==> src/rtl/crisp_pkg.sv <==
`default_nettype none
// ============================================================================
// Module      : crisp_pkg
// Description : Shared types and constants for the integer writeback path.
// Revision    : 1.0 - initial release
// ============================================================================
package crisp_pkg;

  localparam int XLEN  = 32;
  localparam int NREGS = 32;

  typedef logic [XLEN-1:0] word_t;
  typedef logic [4:0]      reg_idx_t;

  // One buffered load response: destination register and returned data.
  typedef struct packed {
    reg_idx_t rd;
    word_t    data;
  } lq_entry_t;

endpackage
`default_nettype wire

==> src/rtl/wb_fifo.sv <==
`default_nettype none
// ============================================================================
// Module      : wb_fifo
// Description : Synchronous FIFO of load-queue entries. DEPTH must be a power
//               of two; pointers wrap naturally and the count carries one
//               extra bit so that full and empty are distinguishable.
// Revision    : 1.0 - initial release
// ============================================================================
module wb_fifo
  import crisp_pkg::*;
#(
  parameter int DEPTH = 2,
  localparam int AW   = $clog2(DEPTH)
) (
  input  logic       clk,
  input  logic       rst_n,
  input  logic       push,
  input  lq_entry_t  push_entry,
  input  logic       pop,
  output lq_entry_t  head,
  output logic       full,
  output logic       empty,
  output logic [AW:0] count
);

  localparam logic [AW:0] FULL_COUNT = (AW + 1)'(DEPTH);

  lq_entry_t     mem [DEPTH];
  logic [AW-1:0] wr_ptr;
  logic [AW-1:0] rd_ptr;

  assign head  = mem[rd_ptr];
  assign full  = (count == FULL_COUNT);
  assign empty = (count == '0);

  // Storage array: written on push only, contents are meaningless while empty.
  always_ff @(posedge clk) begin
    if (push) begin
      mem[wr_ptr] <= push_entry;
    end
  end

  // Pointers and occupancy; a simultaneous push and pop leaves count unchanged.
  always_ff @(posedge clk or negedge rst_n) begin
    if (!rst_n) begin
      wr_ptr <= '0;
      rd_ptr <= '0;
      count  <= '0;
    end else begin
      if (push) wr_ptr <= wr_ptr + 1'b1;
      if (pop)  rd_ptr <= rd_ptr + 1'b1;
      case ({push, pop})
        2'b10:   count <= count + 1'b1;
        2'b01:   count <= count - 1'b1;
        default: count <= count;
      endcase
    end
  end

endmodule
`default_nettype wire

==> src/rtl/wb_unit.sv <==
`default_nettype none
// ============================================================================
// Module      : wb_unit
// Description : Writeback unit. Merges single-cycle ALU results with queued
//               load responses into one registered register-file write per
//               cycle (ALU has priority), and keeps a per-register mask of
//               outstanding loads for decode stalls.
//               Optional feature macro: WB_SCOREBOARD_EN enables the busy
//               mask; when undefined busy is tied to zero.
// Revision    : 1.0 - initial release
// ============================================================================
module wb_unit
  import crisp_pkg::*;
#(
  parameter int LQ_DEPTH = 2
) (
  input  logic                      clk,
  input  logic                      rst_n,
  input  logic                      alu_valid,
  input  logic [4:0]                alu_rd,
  input  logic [31:0]               alu_data,
  input  logic                      ld_issue,
  input  logic [4:0]                ld_issue_rd,
  input  logic                      ld_resp_valid,
  output logic                      ld_resp_ready,
  input  logic [4:0]                ld_resp_rd,
  input  logic [31:0]               ld_resp_data,
  output logic                      alu_stall,
  output logic                      rf_write_en,
  output logic [4:0]                rf_rd_select,
  output logic [31:0]               rf_data,
  output logic [31:0]               busy,
  output logic [$clog2(LQ_DEPTH):0] lq_count
);

  logic      q_full;
  logic      q_empty;
  logic      push;
  logic      pop;
  lq_entry_t head;
  lq_entry_t push_entry;

  logic      sel_valid;
  reg_idx_t  sel_rd;
  word_t     sel_data;

  // Readiness depends on state only; a pop this cycle does not reopen it.
  assign ld_resp_ready = !q_full;
  assign alu_stall     = q_full;
  assign push          = ld_resp_valid && ld_resp_ready;
  assign push_entry    = '{rd: ld_resp_rd, data: ld_resp_data};

  // The queue head drains only in cycles the ALU leaves the write port free.
  assign pop = !alu_valid && !q_empty;

  wb_fifo #(
    .DEPTH (LQ_DEPTH)
  ) u_lq (
    .clk        (clk),
    .rst_n      (rst_n),
    .push       (push),
    .push_entry (push_entry),
    .pop        (pop),
    .head       (head),
    .full       (q_full),
    .empty      (q_empty),
    .count      (lq_count)
  );

  // Source selection: ALU first, then queue head, else nothing.
  always_comb begin
    sel_valid = 1'b0;
    sel_rd    = '0;
    sel_data  = '0;
    if (alu_valid) begin
      sel_valid = 1'b1;
      sel_rd    = alu_rd;
      sel_data  = alu_data;
    end else if (!q_empty) begin
      sel_valid = 1'b1;
      sel_rd    = head.rd;
      sel_data  = head.data;
    end
  end

  // Register-file write port; address and data hold when no real write occurs.
  always_ff @(posedge clk or negedge rst_n) begin
    if (!rst_n) begin
      rf_write_en  <= 1'b0;
      rf_rd_select <= '0;
      rf_data      <= '0;
    end else begin
      rf_write_en <= sel_valid && (sel_rd != '0);
      if (sel_valid && (sel_rd != '0)) begin
        rf_rd_select <= sel_rd;
        rf_data      <= sel_data;
      end
    end
  end

`ifdef WB_SCOREBOARD_EN
  logic [NREGS-1:0] busy_q;
  logic [NREGS-1:0] busy_next;

  // Clear on load pop, then set on issue so a same-register set wins; x0 never busy.
  always_comb begin
    busy_next = busy_q;
    if (pop) begin
      busy_next[head.rd] = 1'b0;
    end
    if (ld_issue && (ld_issue_rd != '0)) begin
      busy_next[ld_issue_rd] = 1'b1;
    end
    busy_next[0] = 1'b0;
  end

  // Busy mask register, cleared asynchronously with the queue.
  always_ff @(posedge clk or negedge rst_n) begin
    if (!rst_n) begin
      busy_q <= '0;
    end else begin
      busy_q <= busy_next;
    end
  end

  assign busy = busy_q;
`else
  logic unused_issue;
  assign unused_issue = ^{ld_issue, ld_issue_rd};
  assign busy         = '0;
`endif

endmodule
`default_nettype wire

==> config.mk <==
export PLATFORM = sky130hd
export DESIGN_NAME = wb_unit
export DESIGN_NICKNAME = d
export VERILOG_FILES = /design/src/rtl/crisp_pkg.sv /design/src/rtl/wb_fifo.sv /design/src/rtl/wb_unit.sv
export SDC_FILE = /design/constraint.sdc
export NUM_CORES = 1
export LEC_CHECK = 0
export ABC_AREA = 1
export CAP_MARGIN = 20
export CORE_MARGIN = 10
export CORE_UTILIZATION = 52
export CTS_BUF_LIST = sky130_fd_sc_hd__clkbuf_2
export CTS_CLUSTER_DIAMETER = 60
export DETAILED_ROUTE_END_ITERATION = 7
export GPL_ROUTABILITY_DRIVEN = 0
export PLACE_DENSITY = 0.88
export SYNTH_ARGS = -nofsm -noshare
export SYNTH_HDL_FRONTEND = slang
export SYNTH_SLANG_ARGS = --single-unit
==> constraint.sdc <==
create_clock -name clk -period 4.33 [get_ports clk]
set_input_delay 0.866 -clock clk [delete_from_list [all_inputs] [get_ports clk]]
set_output_delay 0.866 -clock clk [all_outputs]
set_load 0.01 [all_outputs]
* Word level (Yosys, flattened, before mapping) *
Memory sizes are Yosys's and may differ from the RTL's.
Cells that the tools add are included.

operators by class
  add/sub/neg operators = 4
  eq/ne operators = 3
  muxes and demuxes = 9
  reduce and logical (&&, ||, !) cells = 9

operators by type and width
  operator                                           count
  2-to-1 mux 32 bit                                  2
  2-to-1 mux 5 bit                                   2
  nonzero test 5 bit                                 1
  == test 2 bit (second input constant)              2
  2-to-1 mux 1 bit                                   4
  case mux 2 bit (2 select lines)                    1
  logical AND 1 bit                                  3
  zero test 1 bit                                    3
  adder 1 bit (second input constant)                2
  adder 2 x 1 -> 2 bit (second input constant)       1
  == test 2 x 1 -> 1 bit (second input constant)     1
  zero test 2 bit                                    1
  nonzero test 2 bit                                 1
  subtractor 2 x 1 -> 2 bit (second input constant)  1

storage, ports and cells
  input port bits = 84
  bits in registers = 42
  memories kept = 1
  bits in writable memories = 74

memory list
  name      depth  bits a word  rd ports  clocked after memory_dff  write ports  line           RTL
  u_lq.mem  2      37           1         0                         1            wb_fifo.sv:28  lq_entry_t mem [DEPTH];

* Longest topological paths before layout *
Gate-level depths: netlist of the first run.

  word-level depth = 5
  gate-level depth with buffers = 10
  gate-level depth less buffers = 9

* Cells and area by module *
Synthesis of the first run repeated with hierarchy kept, for this count alone.

unflattened totals
  cell total of the unflattened synthesis = 476
  area total of the unflattened synthesis = 5287.6 um^2

modules (own cells, without submodules)
  module   seq. area each (um^2)  instances  cells each  area an instance (um^2)
  wb_fifo  2322.2                 1          217         2959.1
  wb_unit  950.9                  1          259         2328.5

* Worst setup path after synthesis of the first run *
Ideal clock, no wire load.

  path type = input to register
  start point = input ld_resp_valid
  end point = memory u_lq.mem[1][0] in the netlist's numbering, enable pin
  buffers on the path = 0
  stages on the path = 2
  library setup time = 433 ps
  arrival time = 2542 ps
  required time = 3897 ps
  slack = 1355 ps
  path through = nand2_1 > nor2_1

between the ends
  word-level cells in the longest chain between the ends = 3

RTL lines
  item                                    line           RTL
  from (decl)                             wb_unit.sv:24  input logic ld_resp_valid,
  logical AND 1 bit                       wb_unit.sv:50  assign push = ld_resp_valid && ld_resp_ready;
  2-to-1 mux 1 bit                        wb_fifo.sv:38  if (push) begin
  2-to-1 mux 1 bit (implied by the code)  wb_fifo.sv:39  mem[wr_ptr] <= push_entry;
  to (decl)                               wb_fifo.sv:28

Every way passes these cells.

* Worst setup path after layout of the first run *
  start point = input alu_valid
  end point = register rf_data[8]

between the ends
  word-level cells in the longest chain between the ends = 3

RTL lines
  item                  line           RTL
  from (decl)           wb_unit.sv:19  input logic alu_valid,
  2-to-1 mux 5 bit      wb_unit.sv:75  if (alu_valid) begin
  nonzero test 5 bit    wb_unit.sv:94  if (sel_valid && (sel_rd != '0)) begin
  logical AND 1 bit     wb_unit.sv:94
  to (signal assigned)  wb_unit.sv:96  rf_data <= sel_data;
  to (decl)             wb_unit.sv:31  output logic [31:0] rf_data,

Parallel ways exist; a longest one is shown, timed or not.
A chain may end at the register's enable or synchronous reset.

==> flow_metrics.tcl, run 1 <==
set metrics [dict create \
    synthCells 444 \
    synthToLayoutAreaGrowth_pct 28.29 \
    port_buffers 119 \
    grt_pass1_vias 3810 \
    hold_violations 0 \
    via_per_inst 5.246 \
    fmax_ghz 0.3629 \
    first_iter_violations 272 \
    hold_path_class "input pin to asynchronous set/reset pin" \
    antenna_found_initial 0 \
    setup_tns_ns 0 \
    postCtsHoldBufs 0 \
    grt_max_degree 43 \
    finalClockSkew_ns 0.03296 \
    post_cts_resize_count 0 \
    swShare 0.3451 \
    period_share 0.6363 \
    cts_tree "yes" \
    die_y_um 118.8 \
    timing.rr.end "rf_data[8]" \
    p_comb_frac 0.354 \
    clock_path_buffers 2 \
    synth_area_leaders "edfxtp_1 44%, dfrtp_1 21%, nand2_1 9.5%" \
    die_area_um2 14120 \
    synth_area_leader_cell "edfxtp_1" \
    grt_pass1_wl_mm 19.46 \
    synth_cell_types 24 \
    wl_mm 12.20 \
    cp_max_fo 38 \
    ff2ff_path_depth 9 \
    insertion_delay_ns 0.62 \
    place_hpwl_mm 8.059 \
    maxCapViolCount 0 \
    vias 3709 \
    p_clk_frac 0.216 \
    die_w_um 118.8 \
    drc_errors 0 \
    r2r_start "u_lq.rd_ptr" \
    dpl_cell_area_um2 6186 \
    path_clk_slew_ns 0.20 \
    first_pass_iters 7 \
    vdd_ir_drop_max_v 0.0002987 \
    fin_crit_ns 2.755 \
    mostFrequentLayoutCell "nand2_1" \
    syn-cell-area_um2 5077 \
    postCtsSetupBuffers 0 \
    drtAntennaViolNets 0 \
    final_cell_mix "128 x nand2_1, 118 x clkdlybuf4s50_1, 74 x edfxtp_1" \
    endpoint_kind "flip-flop" \
    ys_seq_area_frac 0.6447 \
    cts_buffers 17 \
    seq_power_share 0.430 \
    final_area_um2 6514 \
    relSlewSlack 0.3578 \
    report.final.slew_viol_count 0 \
    syn_avg_cell_area_um2 11.44 \
    numClockSinks 116 \
    startpoint_type "input pin" \
    worstSetupPathType "input pin to flip-flop" \
    initial_core_util 0.5267 \
    nets 646 \
    status "finished, final reports clean" \
    setup_viol 0 \
    grt_setup_unrepaired "no" \
    io_pins 158 \
    grt.total_usage 0.1713 \
    gr-total-overflow 0 \
    rows 36 \
    netSwitchingPower_uw 1341 \
    wl_per_cell_um 17.26 \
    power_leakage_uw 0.002718 \
    internal_power_uw 2546 \
    yosysWarningCount 0 \
    power_density_nw_per_um2 596.8 \
    worstPathArrival_ns 3.25 \
    drive_above_1_share 0.08885 \
    power_uw 3887 \
    antenna_cells 0 \
    htreeDepth 4 \
    core_area_um2 9639 \
    crit_required_ns 4.83 \
    worst-r2r-setup-slack_ns 1.95 \
    yosys.area.top_type_share 0.4377 \
    cts-root-buf "clkbuf_2" \
    synth-seq-cells 116 \
    worst_pin_slew_ns 0.9632 \
]
-- sequential cells by signal, summed over array words and instances, names as in the netlist --
register      flops
u_lq.rd_ptr       1
rf_data          32
u_lq.wr_ptr       1
u_lq.count        2
rf_rd_select      5
rf_write_en       1
u_lq.mem         74
-- power groups by stage --
stage / logic [uW] / clock network [uW] / registers (uW)
finish: 1380 / 841 / 1670
global route: 1520 / 902 / 1700
CTS: 1370 / 858 / 1670
detailed placement: 1370 / 0 / 1690
global placement: 1330 / 0 / 1680
floorplan: 749 / 0 / 1740
-- worst max path at each step --
stage | start | end | slack (ns)
after detailed placement | alu_valid | rf_data[28] | 0.96
final | alu_valid | rf_data[8] | 1.57
after global placement | alu_valid | rf_data[28] | 1.00
after floorplan | ld_resp_valid | u_lq.mem[1][0] | 1.36
after CTS | u_lq.count[1] | ld_resp_ready | 1.56
after global routing | alu_valid | rf_data[12] | 1.40
-- layer usage --
layer,GRT usage,part of all wire,up-vias
li1,-,-,1710
met1,0.1962,0.40,1780
met2,0.2855,0.49,209
met3,0.07558,0.10,10
met4,0.04962,0.0072,0
met5,0,0,-
-- synth_stat cells (all sizes together) --
library cell  instances
clkbuf                6
dfrtp                42
nand4                37
xor2                  2
o31ai                10
edfxtp               74
nand2               132
xnor2                 1
nor2                 29
ha                    1
mux2i                22
conb                  1
a21oi                 2
o21ai                23
inv                  10
nand3                 1
buf                  51
-- logic make-up after synthesis --
group / count (synthesis) / share of synthesized area
xor gates and xnor gates: 3 / 0.005176
AOI/OAI and AO/OA: 35 / 0.03943
adders and majority gates: 1 / 0.002464
other: 1 / 0.0007386
DFF: 116 / 0.6447
muxes: 22 / 0.04337
and+or+nand+nor: 199 / 0.1767
buffers and inverters: 67 / 0.08748
-- through the flow --
stage               utilization  worst slack (ns)  std cells  hold slack (ns)
floorplan                     -             1.355        475           0.4846
global placement         0.6417             1.005        674           0.5048
finish                   0.6758             1.575        707           0.3585
CTS                      0.6729             1.561        706           0.3344
detailed placement       0.6417            0.9647        674           0.5100
global route             0.6758             1.400        707           0.3495
-- worst max-delay path, cell delays in order --
cell,delay (ns)
clkdlybuf4s50_1,0.46
buf_4,0.39
nor2_4,0.14
nand2_1,0.09
nand2_1,0.07
inv_2,0.50
nand3_4,0.45
nand2_1,0.17
nand2_1,0.07
-- area by class of cell --
class / instances / area [um2]
clock inverters: 14 / 210.2
inverters: 10 / 37.54
flip-flops and latches: 116 / 3274
repair buffers: 124 / 1244
well taps: 133 / 166.4
clock buffers: 18 / 90.09
fillers: 744 / 3126
multi-input cells: 292 / 1491
Power figures use the tool's default switching activity.
==> run 2: changes to the inputs <==
--- a/config.mk
+++ b/config.mk
@@ -8,12 +8,12 @@
 export ABC_AREA = 1
 export CAP_MARGIN = 20
 export CORE_MARGIN = 10
-export CORE_UTILIZATION = 52
+export CORE_UTILIZATION = 44
 export CTS_BUF_LIST = sky130_fd_sc_hd__clkbuf_2
 export CTS_CLUSTER_DIAMETER = 60
 export DETAILED_ROUTE_END_ITERATION = 7
 export GPL_ROUTABILITY_DRIVEN = 0
-export PLACE_DENSITY = 0.88
+export PLACE_DENSITY = 0.79
 export SYNTH_ARGS = -nofsm -noshare
 export SYNTH_HDL_FRONTEND = slang
 export SYNTH_SLANG_ARGS = --single-unit
==> constraint.sdc (replaced) <==
create_clock -name clk -period 2.5 [get_ports clk]
set_input_delay 0.5 -clock clk [delete_from_list [all_inputs] [get_ports clk]]
set_output_delay 0.5 -clock clk [all_outputs]
set_load 0.01 [all_outputs]
==> run 2 against run 1 <==
Against the previous run:
- core utilization shrank 10 points
- sequential power grew 74%
- critical path depth shrank 5
- clock skew grew 0.0011 ns
- die area grew 15%
- first-iteration DRC count shrank 12%
- register-to-register slack lost 1.5 ns
- clock power grew 58%
- final cell count grew 2.4%
- worst hold slack lost 0.085 ns
- clock-buffer cell count grew 2
- largest cell class unchanged
==> flow_metrics.tcl, run 2 (same netlist as run 1, synthesis figures left out) <==
set metrics [dict create \
    nets 653 \
    postCtsSetupBuffers 0 \
    maxCapViolCount 0 \
    fin_crit_ns 2.325 \
    hold_path_class "input pin to flip-flop" \
    path_clk_slew_ns 0.18 \
    cpPeakStageDelay_ns 0.54 \
    critPathMostFrequentCell "inv_1" \
    place_hpwl_mm 8.855 \
    first_pass_iters 4 \
    worst_pin_slew_ns 0.9899 \
    critPathBufInv 3 \
    largestRegisters "u_lq.mem (74), rf_data (32), rf_rd_select (5)" \
    vias 3622 \
    port_buffers 119 \
    first_iter_violations 240 \
    grt.total_usage 0.1557 \
    die_y_um 127.4 \
    endpoint_kind "primary output" \
    grt_pass1_wl_mm 20.28 \
    timing.critical_path.to "ld_resp_ready" \
    rows 39 \
    insertion_delay_ns 0.62 \
    ff2ff_path_depth 9 \
    worstSetupPathType "flip-flop to primary output" \
    slowest_stage "clkdlybuf4s50_1" \
    worstSetupStartpoint "u_lq.count[1]" \
    die_w_um 127.4 \
    period_share 0.9302 \
    worst-r2r-setup-slack_ns 0.40 \
    htreeDepth 4 \
    startpoint_type "flip-flop" \
    synthToLayoutAreaGrowth_pct 28.93 \
    largest_register_ffs 74 \
    clock_path_buffers 2 \
    drtAntennaViolNets 0 \
    status "finished, final reports clean" \
    grt_max_degree 43 \
    final_cell_mix "128 x nand2_1, 117 x clkdlybuf4s50_1, 74 x edfxtp_1" \
    grt_pass1_vias 4032 \
    antenna_found_initial 0 \
    cts-root-buf "clkbuf_2" \
    numClockSinks 116 \
    gr-total-overflow 0 \
    grt_setup_unrepaired "no" \
    drive_above_1_share 0.1033 \
    core_area_um2 11370 \
    setup_tns_ns 0 \
    wl_mm 12.50 \
    cp.depth 4 \
    fmax_ghz 0.4300 \
    vdd_ir_drop_max_v 0.0005262 \
    power_leakage_uw 0.002752 \
    antenna_cells 0 \
    report.final.slew_viol_count 0 \
    finalClockSkew_ns 0.03406 \
    setup_viol 0 \
    r2r_start "u_lq.rd_ptr" \
    via_per_inst 5.003 \
    cts_buffers 17 \
    io_pins 158 \
    cp_max_fo 3 \
    hold_ws_ns 0.2733 \
    path_cells "inv_1, nor2_2, inv_1, clkdlybuf4s50_1" \
    die_area_um2 16240 \
    crit_family "buffers and inverters" \
    wl_per_cell_um 17.26 \
    drc_errors 0 \
    crit_required_ns 2.00 \
    initial_core_util 0.4466 \
    top_register "u_lq.mem" \
    worstPathArrival_ns 1.83 \
    timing.rr.end "rf_data[4]" \
    power_density_nw_per_um2 1018 \
    hold_violations 0 \
    cts_tree "yes" \
    relSlewSlack 0.3400 \
    mostFrequentLayoutCell "nand2_1" \
]
run 2: cell types whose count changed in the layout (fill, tap and decap cells not counted), moves of 2 or more:
cell / delta
buf_4: +5
clkinv_4: -2
clkinv_2: +3
clkinvlp_4: -3
buf_12: +2
clkbuf_2: +2
run 2: what timing repair did:
action / in CTS / in global routing
setup endpoints to repair: 0 / 2
hold buffers: 1 / 0
resized for setup: 0 / 2
endpoints found under the hold margin: 26 / 0
run 2: tightest hold or removal path: cells and delay by family:
family                 cells  cell delay (ns)
XOR/XNOR                   1             0.14
AND/OR/NAND/NOR            1             0.09
buffers and inverters      1             0.16
run 2: area by class of cell:
| cell class | instances | area, um2 |
|---|---|---|
| Fill cell | 966 | 4823 |
| Sequential cell | 116 | 3276 |
| Multi-Input combinational cell | 292 | 1494 |
| Timing Repair Buffer | 131 | 1299 |
| Tap cell | 143 | 178.9 |
| Clock inverter | 12 | 161.4 |
| Clock buffer | 20 | 100.1 |
| Inverter | 10 | 37.54 |
run 2: through the flow:
stage               instance area, um2  worst slack (ns)  utilization  std cells  total power, uW
floorplan                         5199            0.2457            -        475             4312
global placement                  6271            0.3415       0.5516        691             5311
detailed placement                6271            0.2868       0.5516        691             5406
CTS                               6543           0.07568       0.5754        724             6742
global route                      6546         0.0006053       0.5758        724             7114
finish                            6546            0.1745       0.5758        724             6667
run 2: how the worst min path moves through the flow:
stage                                from               to  depth (start not counted)
after floorplan                     rst_n       rf_data[0]                          0
after global placement    rf_rd_select[2]  rf_rd_select[2]                          2
after detailed placement  rf_rd_select[2]  rf_rd_select[2]                          2
after CTS                       alu_valid      u_lq.rd_ptr                          3
after global routing            alu_valid      u_lq.rd_ptr                          3
final                           alu_valid      u_lq.rd_ptr                          3
run 2: report_power, final:
part	switching (uW)	total (uW)	internal (uW)
clock	672	1330	657
combinational	1370	2440	1070
sequential	264	2900	2640
run 2: per-layer routing:
layer	up-vias	share of wire	track usage
met2	171	0.50	0.2614
met1	1707	0.39	0.1697
met4	0	0.013	0.05760
met5	-	0	0
li1	1727	-	-
met3	17	0.10	0.06989
